==> src/rtl/key_pkg.sv <==
// Shared types and code constants for the keypad digit capture path.
// Anything outside CODE_MIN..CODE_MAX counts as "no key".
package key_pkg;

  typedef enum logic [1:0] {
    ST_IDLE,
    ST_DEBOUNCE,
    ST_HELD,
    ST_RELEASE
  } key_state_e;

  localparam logic [3:0] CODE_NONE = 4'd0;
  localparam logic [3:0] CODE_MIN  = 4'd1;
  localparam logic [3:0] CODE_MAX  = 4'd10;

  function automatic logic is_key(input logic [3:0] code);
    return (code >= CODE_MIN) && (code <= CODE_MAX);
  endfunction

endpackage

==> src/rtl/sync_fifo.sv <==
// Show-ahead synchronous FIFO; power-of-two depth so pointers wrap for free.
// A push into a full FIFO is accepted only when a pop frees a slot on the same edge.
module sync_fifo #(
  parameter  int WIDTH = 4,
  parameter  int DEPTH = 4,
  localparam int AW    = $clog2(DEPTH)
) (
  input  logic             clk,
  input  logic             rst,
  input  logic             push,
  input  logic             pop,
  input  logic [WIDTH-1:0] din,
  output logic [WIDTH-1:0] dout,
  output logic             empty,
  output logic             full,
  output logic [AW:0]      count
);

  logic [WIDTH-1:0] mem_q [DEPTH];
  logic [AW-1:0]    wr_ptr_q, wr_ptr_d;
  logic [AW-1:0]    rd_ptr_q, rd_ptr_d;
  logic [AW:0]      count_q, count_d;
  logic             do_push, do_pop;

  assign empty   = (count_q == '0);
  assign full    = (count_q == (AW+1)'(DEPTH));
  assign do_pop  = pop & ~empty;
  assign do_push = push & (~full | do_pop);

  always_comb begin
    wr_ptr_d = wr_ptr_q;
    rd_ptr_d = rd_ptr_q;
    count_d  = count_q;
    if (do_push) wr_ptr_d = wr_ptr_q + AW'(1);
    if (do_pop)  rd_ptr_d = rd_ptr_q + AW'(1);
    case ({do_push, do_pop})
      2'b10:   count_d = count_q + (AW+1)'(1);
      2'b01:   count_d = count_q - (AW+1)'(1);
      default: count_d = count_q;
    endcase
  end

  always_ff @(posedge clk or posedge rst) begin
    if (rst) begin
      wr_ptr_q <= '0;
      rd_ptr_q <= '0;
      count_q  <= '0;
    end else begin
      wr_ptr_q <= wr_ptr_d;
      rd_ptr_q <= rd_ptr_d;
      count_q  <= count_d;
    end
  end

  // Storage needs no reset: the head is masked to zero whenever empty.
  always_ff @(posedge clk) begin
    if (do_push) mem_q[wr_ptr_q] <= din;
  end

  assign dout  = empty ? '0 : mem_q[rd_ptr_q];
  assign count = count_q;

endmodule

==> src/rtl/key_digit_fifo.sv <==
// Debounces keypad encoder codes into single digit events and queues them.
// A key must hold STABLE_CYCLES samples to register, and be released as long to re-arm.
module key_digit_fifo
  import key_pkg::*;
#(
  parameter  int STABLE_CYCLES = 4,
  parameter  int DEPTH         = 4,
  localparam int CW            = $clog2(DEPTH) + 1
) (
  input  logic          i_clk,
  input  logic          i_rst,
  input  logic [3:0]    i_code,
  output logic [3:0]    o_digit,
  output logic          o_valid,
  input  logic          i_ready,
  output logic [CW-1:0] o_count,
  output logic          o_overflow
);

  localparam logic [3:0] STABLE = 4'(STABLE_CYCLES);

  key_state_e state_q, state_d;
  logic [3:0] cand_q, cand_d;
  logic [3:0] cnt_q, cnt_d;
  logic       overflow_q, overflow_d;
  logic [3:0] cnt_inc;
  logic       code_ok;
  logic       push;
  logic       fifo_empty, fifo_full;

  assign code_ok = is_key(i_code);
  assign cnt_inc = cnt_q + 4'd1;

  always_comb begin
    state_d = state_q;
    cand_d  = cand_q;
    cnt_d   = cnt_q;
    push    = 1'b0;
    case (state_q)
      ST_IDLE: begin
        if (code_ok) begin
          cand_d  = i_code;
          cnt_d   = 4'd1;
          state_d = ST_DEBOUNCE;
        end
      end
      ST_DEBOUNCE: begin
        // A mismatching sample is spent on the return to IDLE, not reused as a new candidate.
        if (i_code == cand_q) begin
          cnt_d = cnt_inc;
          if (cnt_inc == STABLE) begin
            push    = 1'b1;
            state_d = ST_HELD;
          end
        end else begin
          state_d = ST_IDLE;
        end
      end
      ST_HELD: begin
        if (!code_ok) begin
          cnt_d   = 4'd1;
          state_d = ST_RELEASE;
        end
      end
      ST_RELEASE: begin
        if (code_ok) begin
          state_d = ST_HELD;
        end else begin
          cnt_d = cnt_inc;
          if (cnt_inc == STABLE) state_d = ST_IDLE;
        end
      end
      default: state_d = ST_IDLE;
    endcase
  end

  // Full implies non-empty, so a same-edge pop happens exactly when i_ready is high.
  assign overflow_d = overflow_q | (push & fifo_full & ~i_ready);

  always_ff @(posedge i_clk or posedge i_rst) begin
    if (i_rst) begin
      state_q    <= ST_IDLE;
      cand_q     <= CODE_NONE;
      cnt_q      <= 4'd0;
      overflow_q <= 1'b0;
    end else begin
      state_q    <= state_d;
      cand_q     <= cand_d;
      cnt_q      <= cnt_d;
      overflow_q <= overflow_d;
    end
  end

  sync_fifo #(
    .WIDTH (4),
    .DEPTH (DEPTH)
  ) u_fifo (
    .clk   (i_clk),
    .rst   (i_rst),
    .push  (push),
    .pop   (i_ready),
    .din   (cand_q - 4'd1),
    .dout  (o_digit),
    .empty (fifo_empty),
    .full  (fifo_full),
    .count (o_count)
  );

  assign o_valid    = ~fifo_empty;
  assign o_overflow = overflow_q;

endmodule

==> config.mk <==
export PLATFORM = sky130hd
export DESIGN_NAME = key_digit_fifo
export DESIGN_NICKNAME = d
export VERILOG_FILES = /design/src/rtl/key_pkg.sv /design/src/rtl/sync_fifo.sv /design/src/rtl/key_digit_fifo.sv
export SDC_FILE = /design/constraint.sdc
export NUM_CORES = 1
export LEC_CHECK = 0
export CORE_UTILIZATION = 43
export DETAILED_ROUTE_END_ITERATION = 8
export GPL_TIMING_DRIVEN = 1
export PLACE_DENSITY = 0.7
export SYNTH_ARGS = -nofsm -noshare
export SYNTH_HDL_FRONTEND = slang
export SYNTH_HIERARCHICAL = 1
export SYNTH_SLANG_ARGS = --single-unit
==> constraint.sdc <==
create_clock -name i_clk -period 2.6 [get_ports i_clk]
set_input_delay 0.52 -clock i_clk [delete_from_list [all_inputs] [get_ports i_clk]]
set_output_delay 0.52 -clock i_clk [all_outputs]
set_load 0.01 [all_outputs]
==> summary.md, run 1 <==
| Metric | Value |
|---|---|
| Clk_skew | 0.00344 ns |
| Drt wl/cell | 14.3 um |
| DP Area | 2120 um2 |
| Setup TNS | 0 ns |
| CTS Buf Count | 5 |
| Status | completed |
| Least-Margin Pin Slew | 0.463 ns |
| Fmax | 0.401 GHz |
| CP required | 2.80 ns |
| Area of the multi-input gates | 846 um2 |
| GRT Overall Usage | 0.166 |
| Power Density | 1010 nW/um2 |
| Sequential share of the synthesized area | 0.497 |
| Fin. Hold Viols | 0 |
| Worst setup margin | 0.109 ns |
| Die W | 68.0 um |
| Finished Core Util | 0.541 |
| Total power | 2.23 mW |
| Share of cells above drive strength 1 | 0.194 |
| Slew headroom | 0.691 |
| Synth Flop Type | dfrtp_1 |
| Filler-free cell count of the finished design | 230 |
| Site row count | 23 |
| DR DRC count | 0 |
| Core area | 4090 um2 |
| CP max stage delay | 0.44 ns |
| Critical path class | in -> reg |
| Critical path buffers and inverters | 3 |
| Synth Cell Area | 1870 um2 |
| Clk root buf | clkbuf_8 |
| Ant. Diodes | 0 |
| Congestion Overflow GR | 0 |
| Via/cell ratio | 5.28 |
| Final net count | 194 |
| Critical-path cell list | clkdlybuf4s50_1 -> xnor2_1 -> and4_1 -> and3_4 -> o21a_4 -> inv_1 -> ha_1 -> inv_1 -> fa_1 -> xor2_1 -> nor2_1 -> xor2_1 |
| Largest net degree at the start of global routing | 18 |
| Routed Antenna Nets | 0 |
| Worst Hold Class | reg -> reg |
| # port buffers | 15 |
| Post-CTS setup buffer count | 0 |
| Post_cts resized | 0 |
| Critical path startpoint category | primary input |
| Clock tree from TritonCTS | yes |
| Hpwl dp | 2530 um |
| First-pass GRT wire length | 5510 um |
| Post-synth EDFFs | 16 |
| Crit path max fanout | 2 |
| H-Tree Depth | 2 |
| Final setup vio count | 0 |
| CTS clk-pin slew, worst paths | 0.07 ns |
| Total Wirelength | 3300 um |
| Sink Count | 34 |
| Slowest CP cell | clkdlybuf4s50_1 |
| Worst setup EP type | flop |
| Leak | 0.906 nW |
| Bufs on Longest Clock Path | 2 |
| Yosys cell types | 46 |
| CP arrival | 2.70 ns |
| Initial antenna violation count | 0 |
| Syn_area_per_cell | 12.2 um2 |
| Die Area | 4620 um2 |
| Cts hold-fix bufs | 0 |
| Worst-Skew Late Latency | 0.28 ns |
| Fin crit period | 2.49 ns |
| Routed via count | 1215 |
| Max cap viols | 0 |
| Synthesized flop and latch total | 34 |
| Yosys warns | 6 |
| Post-layout instance area | 2210 um2 |
| Io pins | 16 |
| Fraction of registers with async set/reset | 0.529 |
| Final Cycle Share | 0.958 |
| First drt pass iteration count | 4 |
| Final hold slack | 0.471 ns |
| Die height | 68.0 um |
| Fillers | 363 |
| Sequential cell area | 932 um2 |
| Vias in the first global route | 1192 |
| Routability Congestion | 0.767 |
| RSZ-0062 raised after global routing | no |
| Post-Syn Instances | 154 |
| Placement Setup Slack | -0.172 ns |
| Top cell family by delay on the critical path | buffers and inverters |
| Peak supply drop | 0.000364 V |
| Starting Density | 0.458 |
| Drt first-iter violations | 47 |
| Synth-to-Final Area Change | 18.1% |
| Max Slew Vio Count | 0 |
| Post-Syn Nets | 169 |
| Dpl cells | 222 |
[layer usage]
layer  GRT usage  vias up  routed length, um
li1            -      597                  -
met1       0.191      589               1420
met2       0.284       25               1720
met3      0.0500        4                118
met4      0.0677        0                 33
met5           0        -                  0
[where the power goes]
group / leakage (nW) / switching [mW] / internal (mW) / total (mW)
Clock: 0.0416 / 0.189 / 0.183 / 0.372
Sequential: 0.359 / 0.162 / 0.754 / 0.916
Combinational: 0.505 / 0.449 / 0.495 / 0.944
[flip-flops by register name, indices dropped and copies added (netlist names)]
name             flops
u_fifo/mem_q        16
cand_q               4
cnt_q                4
u_fifo/count         3
state_q              2
u_fifo/rd_ptr_q      2
u_fifo/wr_ptr_q      2
o_overflow           1
[cell usage after synthesis, types with 2 or more instances]
master	count	area, um2
dfrtp_1	18	450
edfxtp_1	16	480
inv_1	16	60.1
nand2_1	9	33.8
ha_1	7	87.6
nand3_1	7	35.0
xnor2_1	7	61.3
and2_1	5	31.3
mux2_1	5	56.3
xor2_1	5	43.8
and2_2	4	30.0
mux4_2	4	90.1
nor2_1	4	15.0
a21o_1	3	22.5
buf_2	3	15.0
clkbuf_1	3	11.3
nand4_1	3	18.8
a21oi_1	2	10.0
a31oi_1	2	12.5
mux2_4	2	30.0
mux2i_1	2	20.0
nor2b_1	2	12.5
nor3_1	2	10.0
[cell type report]
type / instances / area share
clock buffer: 5 / 0.0311
clock inverter: 3 / 0.00736
inverter: 16 / 0.0272
multi-input combinational: 97 / 0.383
sequential: 34 / 0.422
tap: 50 / 0.0283
timing repair buffer: 25 / 0.102
[cells by family after synthesis]
logic type	share of synthesized area
buf+inv	0.0521
xor+xnor	0.0561
fa+ha+maj	0.0575
simple gates	0.157
compound gates	0.0749
flops	0.497
mux	0.105
[layout by cell type (no fill, tap or decap), drive strengths merged, types with 3 or more instances in the layout]
cell type	synthesis	final
ha	7	7
inv	16	16
xnor2	7	7
nor2	4	4
clkdlybuf4s50	0	15
xor2	5	5
clkbuf	3	5
nand3	7	7
dfrtp	18	18
mux4	4	4
a21o	3	3
and2	9	9
edfxtp	16	16
mux2	7	7
buf	4	10
nand4	3	3
nand2	9	9
nor3	3	3
[final timing paths]
check                           start               to  slack, ns  cells past startpoint
max                         i_code[3]  u_fifo/count[2]       0.11                     12
min                        o_overflow       o_overflow       0.47                      1
max reg2reg                  cnt_q[0]  u_fifo/count[2]       0.19                     12
min reg2reg                o_overflow       o_overflow       0.47                      1
max in group asynchronous       i_rst         cnt_q[0]       1.70                      2
min in group asynchronous       i_rst  u_fifo/count[2]       0.51                      2
Note: power is estimated with default switching activity, not from simulation.
==> run 2, diff against run 1 <==
--- a/config.mk
+++ b/config.mk
@@ -5,10 +5,12 @@
 export SDC_FILE = /design/constraint.sdc
 export NUM_CORES = 1
 export LEC_CHECK = 0
+export ABC_CLOCK_PERIOD_IN_PS = 2600
 export CORE_UTILIZATION = 43
 export DETAILED_ROUTE_END_ITERATION = 8
 export GPL_TIMING_DRIVEN = 1
 export PLACE_DENSITY = 0.7
+export SKIP_CTS_REPAIR_TIMING = 1
 export SYNTH_ARGS = -nofsm -noshare
 export SYNTH_HDL_FRONTEND = slang
 export SYNTH_HIERARCHICAL = 1
==> results of run 2 <==
Final layout, timing and power as in run 1 (identical DEF).
